==> src/rtl/imem_port_arbiter_pkg.sv <==
// Shared types and helpers for the program-memory port arbiter.
// Covers the arbiter FSM states and the word-index range check.
package imem_arb_pkg;

   typedef enum logic [1:0] {
      ST_BOOT = 2'd0,
      ST_RUN  = 2'd1,
      ST_LOCK = 2'd2
   } arb_state_e;

   // Byte-address LSBs dropped to form a word index
   localparam int WORD_OFFSET_W = 2;
   // Width used for the index-versus-depth comparison, wide enough for any ADDR_W
   localparam int IDX_CALC_W = 64;
   // Default depth of the 4 KB program memory, in words
   localparam int DEPTH_WORDS_DEF = 1024;

   function automatic logic idx_in_range(input logic [IDX_CALC_W-1:0] idx,
                                         input logic [IDX_CALC_W-1:0] depth);
      return (idx < depth);
   endfunction

endpackage

==> src/rtl/imem_port_arbiter_if.sv <==
// Bundles the fetch, loader, memory and CPU-hold signals around the arbiter.
// The slave modport is the arbiter; the master modport is the surrounding system.
interface imem_port_arbiter_if #(
   parameter int ADDR_W = 32,
   parameter int DATA_W = 32
);
   logic              if_req;
   logic [ADDR_W-1:0] if_addr;
   logic              if_gnt;
   logic              if_rvalid;
   logic [DATA_W-1:0] if_rdata;

   logic              ld_req;
   logic              ld_we;
   logic              ld_last;
   logic [ADDR_W-1:0] ld_addr;
   logic [DATA_W-1:0] ld_wdata;
   logic              ld_gnt;
   logic              ld_rvalid;
   logic [DATA_W-1:0] ld_rdata;

   logic              mem_ce;
   logic              mem_we;
   logic [ADDR_W-1:0] mem_addr;
   logic [DATA_W-1:0] mem_wdata;
   logic [DATA_W-1:0] mem_rdata;

   logic              cpu_hold;

   modport slave (
      input  if_req, if_addr,
      output if_gnt, if_rvalid, if_rdata,
      input  ld_req, ld_we, ld_last, ld_addr, ld_wdata,
      output ld_gnt, ld_rvalid, ld_rdata,
      output mem_ce, mem_we, mem_addr, mem_wdata,
      input  mem_rdata,
      output cpu_hold
   );

   modport master (
      output if_req, if_addr,
      input  if_gnt, if_rvalid, if_rdata,
      output ld_req, ld_we, ld_last, ld_addr, ld_wdata,
      input  ld_gnt, ld_rvalid, ld_rdata,
      input  mem_ce, mem_we, mem_addr, mem_wdata,
      output mem_rdata,
      input  cpu_hold
   );
endinterface

==> src/rtl/imem_rsp_reg.sv <==
// One-cycle read response register: captures memory data at the grant edge,
// returning zero for out-of-range reads.
module imem_rsp_reg #(
   parameter int DATA_W = 32
) (
   input  logic              clk,
   input  logic              rst_n,
   input  logic              capture,
   input  logic              in_range,
   input  logic [DATA_W-1:0] mem_rdata,
   output logic              rvalid,
   output logic [DATA_W-1:0] rdata
);
   logic              rvalid_r;
   logic [DATA_W-1:0] rdata_r;

   // Response capture; rvalid is a single-cycle pulse per accepted read
   always_ff @(posedge clk or negedge rst_n) begin
      if (!rst_n) begin
         rvalid_r <= 1'b0;
         rdata_r  <= {DATA_W{1'b0}};
      end else begin
         rvalid_r <= capture;
         if (capture) begin
            rdata_r <= in_range ? mem_rdata : {DATA_W{1'b0}};
         end else begin
            rdata_r <= rdata_r;
         end
      end
   end

   assign rvalid = rvalid_r;
   assign rdata  = rdata_r;
endmodule

==> src/rtl/imem_port_arbiter.sv <==
// Shares the single-port program memory between CPU fetch and the loader:
// boot hold, fetch-priority arbitration, locked loader bursts and a starvation guard.
module imem_port_arbiter
   import imem_arb_pkg::*;
#(
   parameter int ADDR_W      = 32,
   parameter int DATA_W      = 32,
   parameter int DEPTH_WORDS = DEPTH_WORDS_DEF,
   parameter int STARVE_MAX  = 4,
   parameter bit BOOT_LOAD   = 1'b1
) (
   input logic               clk,
   input logic               rst_n,
   imem_port_arbiter_if.slave bus
);
   localparam int CNT_W = $clog2(STARVE_MAX + 1);
   localparam arb_state_e RST_STATE = BOOT_LOAD ? ST_BOOT : ST_RUN;

   arb_state_e state_r;
   arb_state_e state_nxt_s;
   logic [CNT_W-1:0] starve_r;
   logic [CNT_W-1:0] starve_nxt_s;
   logic cpu_hold_r;
   logic if_gnt_s;
   logic ld_gnt_s;
   logic starve_full_s;
   logic if_in_range_s;
   logic ld_in_range_s;
   logic sel_in_range_s;
   logic [ADDR_W-WORD_OFFSET_W-1:0] if_idx_s;
   logic [ADDR_W-WORD_OFFSET_W-1:0] ld_idx_s;

   assign if_idx_s      = bus.if_addr[ADDR_W-1:WORD_OFFSET_W];
   assign ld_idx_s      = bus.ld_addr[ADDR_W-1:WORD_OFFSET_W];
   assign if_in_range_s = idx_in_range(IDX_CALC_W'(if_idx_s), IDX_CALC_W'(DEPTH_WORDS));
   assign ld_in_range_s = idx_in_range(IDX_CALC_W'(ld_idx_s), IDX_CALC_W'(DEPTH_WORDS));
   assign starve_full_s = (starve_r == CNT_W'(STARVE_MAX));

   // State, starvation counter and CPU hold registers
   always_ff @(posedge clk or negedge rst_n) begin
      if (!rst_n) begin
         state_r    <= RST_STATE;
         starve_r   <= {CNT_W{1'b0}};
         cpu_hold_r <= BOOT_LOAD;
      end else begin
         state_r    <= state_nxt_s;
         starve_r   <= starve_nxt_s;
         cpu_hold_r <= (state_nxt_s == ST_BOOT);
      end
   end

   // Grant selection, next state and starvation count
   always_comb begin
      if_gnt_s     = 1'b0;
      ld_gnt_s     = 1'b0;
      state_nxt_s  = state_r;
      starve_nxt_s = {CNT_W{1'b0}};
      case (state_r)
         ST_BOOT: begin
            ld_gnt_s = bus.ld_req;
            if (ld_gnt_s && bus.ld_last) begin
               state_nxt_s = ST_RUN;
            end else begin
               state_nxt_s = ST_BOOT;
            end
         end
         ST_RUN: begin
            // A saturated counter flips priority to the loader for one grant
            if (starve_full_s) begin
               ld_gnt_s = bus.ld_req;
               if_gnt_s = bus.if_req & ~bus.ld_req;
            end else begin
               if_gnt_s = bus.if_req;
               ld_gnt_s = bus.ld_req & ~bus.if_req;
            end
            if (ld_gnt_s) begin
               starve_nxt_s = {CNT_W{1'b0}};
               state_nxt_s  = bus.ld_last ? ST_RUN : ST_LOCK;
            end else if (bus.ld_req && !starve_full_s) begin
               starve_nxt_s = starve_r + CNT_W'(1);
               state_nxt_s  = ST_RUN;
            end else begin
               starve_nxt_s = starve_r;
               state_nxt_s  = ST_RUN;
            end
         end
         ST_LOCK: begin
            ld_gnt_s = bus.ld_req;
            if (ld_gnt_s && bus.ld_last) begin
               state_nxt_s = ST_RUN;
            end else begin
               state_nxt_s = ST_LOCK;
            end
         end
         default: begin
            state_nxt_s = RST_STATE;
         end
      endcase
   end

   // Memory port mux driven from whichever requester holds the grant
   always_comb begin
      bus.mem_wdata = bus.ld_wdata;
      if (ld_gnt_s) begin
         bus.mem_addr   = bus.ld_addr;
         sel_in_range_s = ld_in_range_s;
      end else begin
         bus.mem_addr   = bus.if_addr;
         sel_in_range_s = if_in_range_s;
      end
      if ((if_gnt_s || ld_gnt_s) && sel_in_range_s) begin
         bus.mem_ce = 1'b1;
         bus.mem_we = ld_gnt_s & bus.ld_we;
      end else begin
         bus.mem_ce = 1'b0;
         bus.mem_we = 1'b0;
      end
   end

   assign bus.if_gnt   = if_gnt_s;
   assign bus.ld_gnt   = ld_gnt_s;
   assign bus.cpu_hold = cpu_hold_r;

   imem_rsp_reg #(.DATA_W(DATA_W)) u_if_rsp (
      .clk       (clk),
      .rst_n     (rst_n),
      .capture   (if_gnt_s),
      .in_range  (if_in_range_s),
      .mem_rdata (bus.mem_rdata),
      .rvalid    (bus.if_rvalid),
      .rdata     (bus.if_rdata)
   );

   imem_rsp_reg #(.DATA_W(DATA_W)) u_ld_rsp (
      .clk       (clk),
      .rst_n     (rst_n),
      .capture   (ld_gnt_s & ~bus.ld_we),
      .in_range  (ld_in_range_s),
      .mem_rdata (bus.mem_rdata),
      .rvalid    (bus.ld_rvalid),
      .rdata     (bus.ld_rdata)
   );
endmodule

==> src/flat_wrapper.sv <==
// flat-port wrapper written by rule: the top's interface ports become plain ports
module imem_port_arbiter_flat import imem_arb_pkg::*;
#(
   parameter int ADDR_W      = 32,
   parameter int DATA_W      = 32,
   parameter int DEPTH_WORDS = DEPTH_WORDS_DEF,
   parameter int STARVE_MAX  = 4,
   parameter bit BOOT_LOAD   = 1'b1
)
  (clk, rst_n, bus_if_req, bus_if_addr, bus_if_gnt, bus_if_rvalid, bus_if_rdata, bus_ld_req, bus_ld_we, bus_ld_last, bus_ld_addr, bus_ld_wdata, bus_ld_gnt, bus_ld_rvalid, bus_ld_rdata, bus_mem_ce, bus_mem_we, bus_mem_addr, bus_mem_wdata, bus_mem_rdata, bus_cpu_hold);
  imem_port_arbiter_if #(.ADDR_W(ADDR_W), .DATA_W(DATA_W)) bus_i ();
  input logic clk;
  input logic rst_n;
  input wire logic [$bits(bus_i.if_req)-1:0] bus_if_req;
  input wire logic [$bits(bus_i.if_addr)-1:0] bus_if_addr;
  output wire logic [$bits(bus_i.if_gnt)-1:0] bus_if_gnt;
  output wire logic [$bits(bus_i.if_rvalid)-1:0] bus_if_rvalid;
  output wire logic [$bits(bus_i.if_rdata)-1:0] bus_if_rdata;
  input wire logic [$bits(bus_i.ld_req)-1:0] bus_ld_req;
  input wire logic [$bits(bus_i.ld_we)-1:0] bus_ld_we;
  input wire logic [$bits(bus_i.ld_last)-1:0] bus_ld_last;
  input wire logic [$bits(bus_i.ld_addr)-1:0] bus_ld_addr;
  input wire logic [$bits(bus_i.ld_wdata)-1:0] bus_ld_wdata;
  output wire logic [$bits(bus_i.ld_gnt)-1:0] bus_ld_gnt;
  output wire logic [$bits(bus_i.ld_rvalid)-1:0] bus_ld_rvalid;
  output wire logic [$bits(bus_i.ld_rdata)-1:0] bus_ld_rdata;
  output wire logic [$bits(bus_i.mem_ce)-1:0] bus_mem_ce;
  output wire logic [$bits(bus_i.mem_we)-1:0] bus_mem_we;
  output wire logic [$bits(bus_i.mem_addr)-1:0] bus_mem_addr;
  output wire logic [$bits(bus_i.mem_wdata)-1:0] bus_mem_wdata;
  input wire logic [$bits(bus_i.mem_rdata)-1:0] bus_mem_rdata;
  output wire logic [$bits(bus_i.cpu_hold)-1:0] bus_cpu_hold;
  assign bus_i.if_req = bus_if_req;
  assign bus_i.if_addr = bus_if_addr;
  assign bus_if_gnt = bus_i.if_gnt;
  assign bus_if_rvalid = bus_i.if_rvalid;
  assign bus_if_rdata = bus_i.if_rdata;
  assign bus_i.ld_req = bus_ld_req;
  assign bus_i.ld_we = bus_ld_we;
  assign bus_i.ld_last = bus_ld_last;
  assign bus_i.ld_addr = bus_ld_addr;
  assign bus_i.ld_wdata = bus_ld_wdata;
  assign bus_ld_gnt = bus_i.ld_gnt;
  assign bus_ld_rvalid = bus_i.ld_rvalid;
  assign bus_ld_rdata = bus_i.ld_rdata;
  assign bus_mem_ce = bus_i.mem_ce;
  assign bus_mem_we = bus_i.mem_we;
  assign bus_mem_addr = bus_i.mem_addr;
  assign bus_mem_wdata = bus_i.mem_wdata;
  assign bus_i.mem_rdata = bus_mem_rdata;
  assign bus_cpu_hold = bus_i.cpu_hold;
  imem_port_arbiter #(.ADDR_W(ADDR_W), .DATA_W(DATA_W), .DEPTH_WORDS(DEPTH_WORDS), .STARVE_MAX(STARVE_MAX), .BOOT_LOAD(BOOT_LOAD)) u_core (.clk(clk), .rst_n(rst_n), .bus(bus_i));
endmodule
==> config.mk <==
export PLATFORM = sky130hd
export DESIGN_NAME = imem_port_arbiter_flat
export DESIGN_NICKNAME = d
export VERILOG_FILES = /design/src/rtl/imem_port_arbiter_pkg.sv /design/src/rtl/imem_port_arbiter_if.sv /design/src/rtl/imem_rsp_reg.sv /design/src/rtl/imem_port_arbiter.sv /design/src/flat_wrapper.sv
export SDC_FILE = /design/constraint.sdc
export NUM_CORES = 1
export LEC_CHECK = 0
export CORE_MARGIN = 5
export CORE_UTILIZATION = 30
export CTS_CLUSTER_SIZE = 8
export DETAILED_ROUTE_END_ITERATION = 6
export DONT_BUFFER_PORTS = 1
export PLACE_DENSITY = 0.51
export SLEW_MARGIN = 20
export SYNTH_ARGS = -nofsm -noshare
export SYNTH_HDL_FRONTEND = slang
export SYNTH_SLANG_ARGS = --single-unit
==> constraint.sdc <==
create_clock -name clk -period 4.9 [get_ports clk]
set_input_delay 0.98 -clock clk [delete_from_list [all_inputs] [get_ports clk]]
set_output_delay 0.98 -clock clk [all_outputs]
set_load 0.01 [all_outputs]
==> results of run 1 <==
synth_stat cells (2+ instances only):
cell and instances:
sky130_fd_sc_hd__dfrtp_1 71, sky130_fd_sc_hd__a22o_1 64, sky130_fd_sc_hd__buf_4 39, sky130_fd_sc_hd__mux2_2 32, sky130_fd_sc_hd__nor4_1 10, sky130_fd_sc_hd__nand2_1 8
sky130_fd_sc_hd__buf_6 7, sky130_fd_sc_hd__inv_1 6, sky130_fd_sc_hd__nand3_1 6, sky130_fd_sc_hd__clkbuf_1 4, sky130_fd_sc_hd__o21ai_0 4, sky130_fd_sc_hd__nor2_1 3
sky130_fd_sc_hd__a21oi_1 2, sky130_fd_sc_hd__ha_1 2
final cells by class:
type	count	area, sq um
fillers	1161	7780
clock buffers	10	239
flip-flops and latches	72	1800
inverters	6	22.5
clock inverters	6	67.6
well taps	143	179
multi-input cells	147	1270
repair buffers	4	50.0
cells in the final DEF, fill, tap and decap left out, drive strengths merged, types with 2 or more instances in the layout:
cell,count
dfrtp,71
a22o,64
mux2,32
nor4,11
clkbuf,10
nand2,8
inv,7
nand3,7
o21ai,4
buf,4
nor2,3
a21oi,2
ha,2
clkinvlp,2
and2,2
nor3,2
or2,2
clkinv,2
metal layers:
layer	track usage, %	routed length, um	vias up
li1	-	-	920
met1	17.1	3830	1121
met2	19.0	4500	113
met3	8.22	1230	32
met4	5.45	204	2
met5	0	20	-
how the worst max path moves through the flow:
stage	from	to	slack, ns	depth (start not counted)
3_5_place_dp	bus_if_req	bus_mem_ce	1.47	4
5_1_grt	u_core.starve_r[0]	bus_mem_ce	1.52	7
2_1_floorplan	bus_if_req	bus_mem_addr[10]	2.00	4
4_1_cts	u_core.starve_r[0]	bus_mem_ce	1.30	6
6_report	u_core.starve_r[0]	bus_mem_ce	1.65	7
3_3_place_gp	bus_if_req	bus_mem_ce	1.55	4
critical path: stages (launching register included):
cell and delay [ns]:
sky130_fd_sc_hd__dfrtp_1 0.37, sky130_fd_sc_hd__inv_1 0.07, sky130_fd_sc_hd__ha_1 0.24, sky130_fd_sc_hd__and2_4 0.18, sky130_fd_sc_hd__o211ai_4 0.43, sky130_fd_sc_hd__buf_16 0.24
sky130_fd_sc_hd__nor3_1 0.08, sky130_fd_sc_hd__or2_2 0.34
power by group through the flow:
stage / Sequential, W / Clock [W] / Combinational, W
detailed placement: 0.000623 / 0 / 0.000126
CTS: 0.000612 / 0.000685 / 0.000127
finish: 0.000613 / 0.000661 / 0.000131
global placement: 0.000623 / 0 / 0.000125
global route: 0.000613 / 0.000716 / 0.000141
floorplan: 0.000619 / 0 / 0.000145
stage by stage:
step / utilization, % / std cells
finish: 31.8 / 388
global route: 31.8 / 388
CTS: 31.6 / 387
detailed placement: 28.9 / 371
global placement: 28.9 / 371
floorplan: - / 275
state kept, by name (all words and copies together) (netlist names):
register and flops:
u_core.u_ld_rsp.rdata 32, u_core.state_r 2, u_core.starve_r 3, u_core.bus.cpu_hold 1, u_core.u_ld_rsp.rvalid 1, u_core.u_if_rsp.rdata 32, u_core.u_if_rsp.rvalid 1
cell families after synthesis:
group,Yosys count
DFF,72
adders and majority gates,2
buffers and inverters,56
muxes,32
AOI/OAI and AO/OA,75
and+or+nand+nor,38
==> results.rst, run 1 <==
.. list-table::
   :header-rows: 1

   * - Metric
     - Value
   * - Largest fanout on the critical path
     - 25
   * - Depth of the worst register-to-register path
     - 8
   * - Post-synthesis mux area share
     - 10.3%
   * - Die height
     - approximately 120 um
   * - Switching power as a share of total power
     - 24.3%
   * - Portion of the clock cycle consumed by the worst path in the final layout
     - between 60% and 70%
   * - Final nets
     - approximately 380
   * - Proportion of layout cells with a drive suffix above 1
     - about a quarter
   * - Warnings from Yosys
     - 0
   * - Summed instance area of the synthesized netlist
     - between 3000 and 4000 sq um
   * - Register-to-Register Setup Slack
     - between 2 and 3 ns
   * - Leakage Power
     - between 1.5 and 2 nW
   * - Number of maximum-capacitance violations
     - 0
   * - Worst Hold Slack
     - 0.348 ns
   * - Type of the worst min-delay path
     - in2async
   * - Crit. End Element
     - output port
   * - Half-perimeter wire length of the detailed placement result
     - around 7 mm
   * - H-tree levels
     - 3
   * - Final WS setup
     - 1.65 ns
   * - Floorplan row count
     - 39
   * - Required time of the critical path
     - about 3.9 ns
   * - GRT Overall Usage
     - between 10% and 20%
   * - Top cell type's share of synthesized area
     - about half
   * - Critical path class
     - reg2out
   * - Remaining Overflow, GRT
     - 0
   * - Total CTS buffers
     - 9
   * - Post-synthesis register bit count
     - 72
   * - Maximum ir drop on the vdd rail
     - 0.000145 V
   * - Sw power
     - between 0.0003 and 0.0004 W
   * - Highest achievable clock rate
     - 307 MHz
   * - Design Area, Final
     - between 3000 and 4000 sq um
   * - EDFF count, synth
     - 0
   * - Setup Fix Bufs, Post-CTS
     - 0
   * - Starting density of the core
     - roughly 31%
   * - Synth-to-Final Area Change
     - 4.27%
   * - Post-Synth Simple-Gate Area
     - 6.96%
   * - Die area
     - roughly 14000 sq um
   * - Pin count of the biggest net entering global routing
     - between 70 and 80
   * - Final weighted congestion in routability-driven placement
     - approximately 0.92
   * - PD cells
     - approximately 390 nW/um^2
   * - Dpl cell area
     - around 3300 sq um
   * - Final-report max-slew violation count
     - 0
   * - Number of endpoints failing setup at the final stage
     - 0
   * - Final Hold Violating Endpoints
     - 0
   * - Die outline width
     - ~120 um
   * - Fraction of power consumed by combinational cells
     - under 10%
   * - Ports placed on the boundary
     - approximately 270
   * - Internal power
     - around 0.0011 W
   * - Vias per std cell
     - roughly 5.6
   * - Antenna violations before repair
     - 1
   * - Sequential fraction of the synthesis area
     - around half
   * - Average detailed-routed wire length per instance
     - between 20 and 30 um
   * - Register clock-pin slew on the reported worst setup and hold paths
     - approximately 0.060 ns
   * - Worst R2R End
     - u_core.u_ld_rsp.rdata[3]
   * - Data arrival at the endpoint of the critical path
     - about 2.3 ns
   * - Number of sinks handled by clock tree synthesis
     - ~70
   * - Critical register-to-register path startpoint
     - u_core.starve_r[0]
   * - Total wirelength of the detailed-routed design
     - 9.78 mm
   * - Compound-Gate Fraction of Synth Area
     - 18.5%
   * - Synthesized area per cell
     - about 13 sq um
   * - Share of power burned in the clock network
     - a little under half
   * - Area of the placeable core
     - approximately 11000 sq um
   * - Total power
     - 0.00140 W
   * - Largest area contributor in the synthesized netlist
     - sky130_fd_sc_hd__dfrtp_1
   * - Iteration count of the initial detailed-routing pass
     - 4
   * - Startpoint kind of the worst setup timing path
     - register
   * - Clock Skew
     - around 0.0056 ns
   * - Fin crit period
     - around 3.3 ns
   * - Synthesized-area fraction occupied by adder cells
     - 0.718%
   * - Post-Synthesis Net Count
     - 411
   * - Transition at the pin with the smallest max-transition slack
     - about 0.51 ns
   * - Clock insertion delay at the later pin of the skew report
     - approximately 0.33 ns
   * - Root buf cell
     - sky130_fd_sc_hd__clkbuf_16
   * - Number of instances in the synthesized netlist
     - between 200 and 300
   * - IO Port Bufs
     - 0
   * - Diodes inserted
     - 0
   * - Top cells by area in the synthesized netlist
     - sky130_fd_sc_hd__dfrtp_1 51%, sky130_fd_sc_hd__a22o_1 16%, sky130_fd_sc_hd__mux2_2 10%
   * - Via count of the first global-routing pass
     - ~2300
   * - Number of unique standard cell types used by synthesis
     - 31
   * - Count of vias placed by the detailed router
     - around 2200
   * - Detailed-route DRC error count
     - 0
   * - Number of nets still failing antenna checks after routing
     - 0
   * - Main flop type after synthesis
     - sky130_fd_sc_hd__dfrtp_1
   * - Worst slew margin relative to its limit
     - between 60% and 70%
   * - Post-Synth XOR/XNOR Area
     - 0%
   * - Fraction of registers with async set/reset
     - 100%
   * - # resized after CTS
     - 0
   * - Main combinational cell family by area after synthesis
     - compound AO/OA/AOI/OAI gates
   * - Sequential fraction of design power
     - 43.6%
   * - Clock tree from TritonCTS
     - done
   * - Worst slack at placement
     - about 1.5 ns
   * - Unrepaired setup endpoints after global routing
     - false
   * - Maximum count of clock buffers along a single path
     - 2
   * - Global-route wire length before repair
     - between 15 and 20 mm
   * - Initial detailed-routing violation count
     - between 100 and 150
   * - Aggregate negative setup slack
     - 0 ns
   * - Hold-fix buffers, CTS
     - 0
   * - Run status
     - complete, no violations
(Power assumes the default switching activity.)
==> run 2: changes to the inputs <==
==> constraint.sdc (replaced) <==
create_clock -name clk -period 3 [get_ports clk]
set_input_delay 0.6 -clock clk [delete_from_list [all_inputs] [get_ports clk]]
set_output_delay 0.6 -clock clk [all_outputs]
set_load 0.01 [all_outputs]
==> run 2 against run 1 <==
Global-route usage fell by 0.054 points. Cell count rose by 0.52%. Cell area rose by 0.10%. Worst setup slack got worse by 1.5 ns. Wire length rose by 0.53%. Largest cell class unchanged.
==> results.rst, run 2 (synthesized netlist as in run 1, its figures left out) <==
.. list-table::
   :header-rows: 1

   * - Metric
     - Value
   * - Run status
     - complete, no violations
   * - IO Port Bufs
     - 0
   * - Diodes inserted
     - 0
   * - Non-filler instance count after layout
     - just under 400
   * - Vias per std cell
     - between 5 and 6
   * - Aggregate negative setup slack
     - 0 ns
   * - Maximum ir drop on the vdd rail
     - around 0.00025 V
   * - Number of sinks handled by clock tree synthesis
     - 72
   * - Number of endpoints failing setup at the final stage
     - 0
   * - Portion of the clock cycle consumed by the worst path in the final layout
     - 94.8%
   * - Most common cell after layout, fill and taps aside
     - sky130_fd_sc_hd__dfrtp_1
   * - Register-to-Register Setup Slack
     - 0.71 ns
   * - Proportion of layout cells with a drive suffix above 1
     - 25.1%
   * - Synth-to-Final Area Change
     - 4.38%
   * - Register clock-pin slew on the reported worst setup and hold paths
     - 0.06 ns
   * - # resized after CTS
     - 0
   * - Number of fill cells
     - 1158
   * - Total CTS buffers
     - 9
   * - Starting density of the core
     - just over 30%
   * - Via count of the first global-routing pass
     - 2313
   * - GRT Overall Usage
     - 13.6%
   * - Sequential fraction of design power
     - 43.7%
   * - Remaining Overflow, GRT
     - 0
   * - Required time of the critical path
     - between 2 and 2.5 ns
   * - Start point of the critical path
     - u_core.starve_r[0]
   * - Maximum count of clock buffers along a single path
     - 2
   * - Final-report max-slew violation count
     - 0
   * - Number of maximum-capacitance violations
     - 0
   * - PD cells
     - between 600 and 700 nW/um^2
   * - Die area
     - 13900 sq um
   * - GR Layer Usage met3
     - approximately 7.9%
   * - Unrepaired setup endpoints after global routing
     - false
   * - Largest fanout on the critical path
     - 36
   * - Highest achievable clock rate
     - ~350 MHz
   * - Clock insertion delay at the later pin of the skew report
     - about 0.32 ns
   * - Internal power
     - roughly 0.0017 W
   * - Initial detailed-routing violation count
     - roughly 130
   * - Data arrival at the endpoint of the critical path
     - ~2.2 ns
   * - Detailed-route DRC error count
     - 0
   * - Critical register-to-register path startpoint
     - u_core.starve_r[0]
   * - Pin count of the biggest net entering global routing
     - between 70 and 80
   * - Transition at the pin with the smallest max-transition slack
     - 0.436 ns
   * - Final weighted congestion in routability-driven placement
     - slightly above 0.9
   * - Type of the worst min-delay path
     - in2async
   * - Ports placed on the boundary
     - 269
   * - Clock tree from TritonCTS
     - done
   * - Crit. End Element
     - output port
   * - Antenna violations before repair
     - 0
   * - Area of the placeable core
     - between 10000 and 15000 sq um
   * - Leakage Power
     - approximately 1.7 nW
   * - Depth of the worst register-to-register path
     - 8
   * - Fin crit period
     - 2.84 ns
   * - Sw power
     - around 0.00058 W
   * - Clock Skew
     - between 0.008 and 0.009 ns
   * - Worst Hold Slack
     - about 0.12 ns
   * - Highest-utilization routing layer at the global route stage
     - met2
   * - Worst R2R End
     - u_core.u_ld_rsp.rdata[0]
   * - Count of vias placed by the detailed router
     - ~2200
   * - Startpoint kind of the worst setup timing path
     - register
   * - Global-route wire length before repair
     - between 15 and 20 mm
   * - Root buf cell
     - sky130_fd_sc_hd__clkbuf_16
   * - Half-perimeter wire length of the detailed placement result
     - between 6 and 7 mm
   * - Critical path class
     - reg2out
   * - Cell Count Post-Placement
     - 373
   * - Die height
     - roughly 120 um
   * - Floorplan row count
     - 39
   * - Die outline width
     - 118 um
   * - Iteration count of the initial detailed-routing pass
     - 4
   * - Share of power burned in the clock network
     - about 46%
   * - Worst slew margin relative to its limit
     - 71.0%
   * - H-tree levels
     - 3
   * - Grt met2 use
     - 19.5%
   * - Worst setup path endpoint
     - bus_mem_ce
   * - Setup Fix Bufs, Post-CTS
     - 0
   * - Met1 Track Usage GR
     - 17.1%
   * - Switching power as a share of total power
     - ~25%
   * - Hold-fix buffers, CTS
     - 1
   * - Total wirelength of the detailed-routed design
     - slightly below 10 mm
   * - Most used cells in the layout excluding fill and tap cells
     - 71 x sky130_fd_sc_hd__dfrtp_1, 64 x sky130_fd_sc_hd__a22o_1, 32 x sky130_fd_sc_hd__mux2_2
   * - Final nets
     - ~380
   * - Final Hold Violating Endpoints
     - 0
   * - Fraction of power consumed by combinational cells
     - about a tenth
   * - Number of nets still failing antenna checks after routing
     - 0
   * - Average detailed-routed wire length per instance
     - between 20 and 30 um
-- run 2: cell count changes in the layout (fill, tap and decap cells not counted), sizes merged --
cell      previous run  this run
clkinvlp             2         1
clkinv               2         4
buf                  4         6
clkbuf              10         9
-- run 2: layout make-up --
type / instances / area, sq um / share of cell area (%)
inverters: 6 / 22.5 / 0.619
repair buffers: 6 / 65.1 / 1.79
clock inverters: 7 / 70.1 / 1.93
clock buffers: 9 / 225 / 6.19
well taps: 143 / 179 / 4.92
flip-flops and latches: 72 / 1800 / 49.6
multi-input cells: 147 / 1270 / 35.0
-- run 2: metrics by stage --
stage                     power, W  setup WS [ns]  instance area [sq um]  utilization, %
final                      0.00229          0.156                   3640            31.9
after global routing       0.00239        0.00539                   3640            31.9
after CTS                  0.00232          0.163                   3640            31.9
after detailed placement   0.00123          0.524                   3320            29.0
after global placement     0.00123          0.590                   3320            29.0
after floorplan            0.00125          0.730                   3490               -
-- run 2: layer usage --
metal / share of wire (%) / wire length (um)
met5: 0 / 0
met4: 1.7 / 163
met3: 12 / 1180
met2: 46 / 4540
met1: 40 / 3960
-- run 2: how the worst min path moves through the flow --
stage | depth (start not counted) | from | endpoint | slack, ns
after global placement | 0 | rst_n | u_core.state_r[0] | 0.31
after floorplan | 0 | rst_n | u_core.starve_r[0] | 0.30
after detailed placement | 0 | rst_n | u_core.state_r[0] | 0.31
after global routing | 0 | rst_n | u_core.bus.cpu_hold | 0.09
final | 0 | rst_n | u_core.bus.cpu_hold | 0.12
after CTS | 0 | rst_n | u_core.bus.cpu_hold | 0.10
-- run 2: power by group through the flow --
stage	combinational, W	sequential (W)	clock (W)
2_1_floorplan	0.000237	0.00101	0
5_1_grt	0.000256	0.00100	0.00114
4_1_cts	0.000237	0.00100	0.00109
6_report	0.000233	0.00100	0.00106
3_3_place_gp	0.000210	0.00102	0
3_5_place_dp	0.000212	0.00102	0
-- run 2: critical path, cell delays in order, from the launching register on --
cell,delay [ns]
sky130_fd_sc_hd__dfrtp_1,0.38
sky130_fd_sc_hd__inv_1,0.07
sky130_fd_sc_hd__ha_1,0.24
sky130_fd_sc_hd__and2_4,0.18
sky130_fd_sc_hd__o211ai_4,0.16
sky130_fd_sc_hd__buf_4,0.41
sky130_fd_sc_hd__nor3_1,0.13
sky130_fd_sc_hd__or2_2,0.35
==> run 3: changes to the inputs <==
==> constraint.sdc (replaced) <==
create_clock -name clk -period 2.81 [get_ports clk]
set_input_delay 0.562 -clock clk [delete_from_list [all_inputs] [get_ports clk]]
set_output_delay 0.562 -clock clk [all_outputs]
set_load 0.01 [all_outputs]
==> run 3 against run 2 <==
Clock power up 7%. Cell count unchanged. Wire length is 0.62% lower. Critical path type unchanged. Cell area rose by 0.45%. First-iteration DRC count is 3.8% lower. Die area unchanged. Flip-flop and latch count stayed put. Combinational power increased by 9.0%. Critical path depth fell by 1. Clock skew rose by 0.0018 ns.
==> results.rst, run 3 (synthesized netlist as in run 1, its figures left out) <==
.. list-table::
   :header-rows: 1

   * - Metric
     - Value
   * - Iteration count of the initial detailed-routing pass
     - 4
   * - Worst Hold Slack
     - 0.0878 ns
   * - Fin crit period
     - roughly 2.6 ns
   * - Die area
     - around 14000 sq um
   * - Register cell area after layout
     - roughly 1800 sq um
   * - Maximum ir drop on the vdd rail
     - roughly 0.00032 V
   * - Register-to-Register Setup Slack
     - 0.72 ns
   * - Design Area, Final
     - roughly 3700 sq um
   * - Initial detailed-routing violation count
     - roughly 130
   * - Clock tree from TritonCTS
     - done
   * - Antenna violations before repair
     - 0
   * - Clock insertion delay at the later pin of the skew report
     - roughly 0.32 ns
   * - Required time of the critical path
     - 2.25 ns
   * - Register clock-pin slew on the reported worst setup and hold paths
     - 0.06 ns
   * - Worst R2R End
     - u_core.u_ld_rsp.rdata[5]
   * - Leakage Power
     - approximately 1.7 nW
   * - Worst slew margin relative to its limit
     - slightly above 70%
   * - Critical path class
     - reg2out
   * - Aggregate negative setup slack
     - 0 ns
   * - Clock Skew
     - about 0.010 ns
   * - Proportion of layout cells with a drive suffix above 1
     - between 20% and 30%
   * - Portion of the clock cycle consumed by the worst path in the final layout
     - 92.9%
   * - Worst setup path endpoint
     - bus_mem_addr[21]
   * - Number of maximum-capacitance violations
     - 0
   * - IO Port Bufs
     - 0
   * - Setup Fix Bufs, Post-CTS
     - 0
   * - Most common cell after layout, fill and taps aside
     - sky130_fd_sc_hd__dfrtp_1
   * - Number of fill cells
     - about 1200
   * - Final nets
     - approximately 380
   * - Critical register-to-register path startpoint
     - u_core.starve_r[0]
   * - Total wirelength of the detailed-routed design
     - 9.77 mm
   * - Type of the worst min-delay path
     - in2async
   * - Run status
     - complete, no violations
   * - Diodes inserted
     - 0
   * - H-tree levels
     - 3
   * - Remaining Overflow, GRT
     - 0
   * - Crit. End Element
     - output port
   * - Number of nets still failing antenna checks after routing
     - 0
   * - Pin count of the biggest net entering global routing
     - between 70 and 80
   * - Synth-to-Final Area Change
     - 4.85%
   * - Die outline width
     - 118 um
   * - Highest achievable clock rate
     - around 380 MHz
   * - Ports placed on the boundary
     - approximately 270
   * - Count of vias placed by the detailed router
     - 2166
   * - Vias per std cell
     - 5.55
   * - Global-route wire length before repair
     - 15.0 mm
   * - Area of the placeable core
     - ~11000 sq um
   * - Final design utilization
     - around a third
   * - Cell Count Post-Placement
     - 373
   * - Number of endpoints failing setup at the final stage
     - 0
   * - Starting density of the core
     - a little over 30%
   * - PD cells
     - about 670 nW/um^2
   * - Total CTS buffers
     - 9
   * - Non-filler instance count after layout
     - 390
   * - Via count of the first global-routing pass
     - 2314
   * - Maximum count of clock buffers along a single path
     - 2
   * - Floorplan row count
     - 39
   * - Unrepaired setup endpoints after global routing
     - false
   * - Die height
     - 118 um
   * - Final-report max-slew violation count
     - 0
   * - Depth of the worst register-to-register path
     - 8
   * - Start point of the critical path
     - u_core.starve_r[0]
   * - Detailed-route DRC error count
     - 0
   * - Number of sinks handled by clock tree synthesis
     - between 70 and 80
   * - Dpl cell area
     - 3330 sq um
   * - Average detailed-routed wire length per instance
     - ~25 um
   * - Final Hold Violating Endpoints
     - 0
   * - Transition at the pin with the smallest max-transition slack
     - between 0.4 and 0.5 ns
   * - GRT Overall Usage
     - 13.4%
   * - Root buf cell
     - sky130_fd_sc_hd__clkbuf_16
   * - Half-perimeter wire length of the detailed placement result
     - about 7.1 mm
   * - Data arrival at the endpoint of the critical path
     - 2.05 ns
   * - Largest fanout on the critical path
     - 36
   * - Startpoint kind of the worst setup timing path
     - register
   * - Area used by multi-input combinational logic
     - about 1300 sq um
   * - Most used cells in the layout excluding fill and tap cells
     - 71 x sky130_fd_sc_hd__dfrtp_1, 64 x sky130_fd_sc_hd__a22o_1, 32 x sky130_fd_sc_hd__mux2_2
   * - Final weighted congestion in routability-driven placement
     - ~0.94
==> run 3: layout make-up <==
class / count / area share (%)
timing repair buffer: 6 / 2.12
sequential: 72 / 49.3
inverter: 6 / 0.616
multi-input combinational: 147 / 34.9
clock inverter: 5 / 1.54
tap: 143 / 4.90
clock buffer: 11 / 6.64
==> run 3: where the power goes <==
group | switching, W | internal, W
clock | 0.000420 | 0.000710
combinational | 0.000161 | 0.0000933
sequential | 0.0000148 | 0.00105
==> run 3: how the worst min path moves through the flow <==
stage | end | slack [ns] | cells past startpoint
2_1_floorplan | u_core.starve_r[0] | 0.27 | 0
3_3_place_gp | u_core.state_r[0] | 0.27 | 0
3_5_place_dp | u_core.state_r[0] | 0.27 | 0
4_1_cts | u_core.bus.cpu_hold | 0.07 | 0
5_1_grt | u_core.bus.cpu_hold | 0.06 | 0
6_report | u_core.bus.cpu_hold | 0.09 | 0
==> run 3: stage by stage <==
| stage | power (W) | worst slack [ns] |
|---|---|---|
| floorplan | 0.00133 | 0.578 |
| global placement | 0.00132 | 0.604 |
| detailed placement | 0.00132 | 0.571 |
| CTS | 0.00249 | 0.214 |
| global route | 0.00256 | 0.117 |
| finish | 0.00245 | 0.201 |
==> run 3: layer usage <==
layer | global-route usage, % | part of all wire, %
met5 | 0 | 0
met4 | 4.16 | 1.7
met3 | 7.26 | 12
met2 | 19.9 | 46
met1 | 16.8 | 41
==> run 3: timing repair <==
action                                 in CTS  in global routing
hold buffers                                1                  0
endpoints found under the hold margin      71                  0
gates resized for setup                     0                  0
==> run 3: worst max-delay path, cell delays in order (launching register included) <==
cell                       delay [ns]
sky130_fd_sc_hd__dfrtp_1         0.38
sky130_fd_sc_hd__inv_1           0.07
sky130_fd_sc_hd__ha_1            0.24
sky130_fd_sc_hd__and2_4          0.18
sky130_fd_sc_hd__o211ai_4        0.19
sky130_fd_sc_hd__buf_12          0.23
sky130_fd_sc_hd__mux2_2          0.42
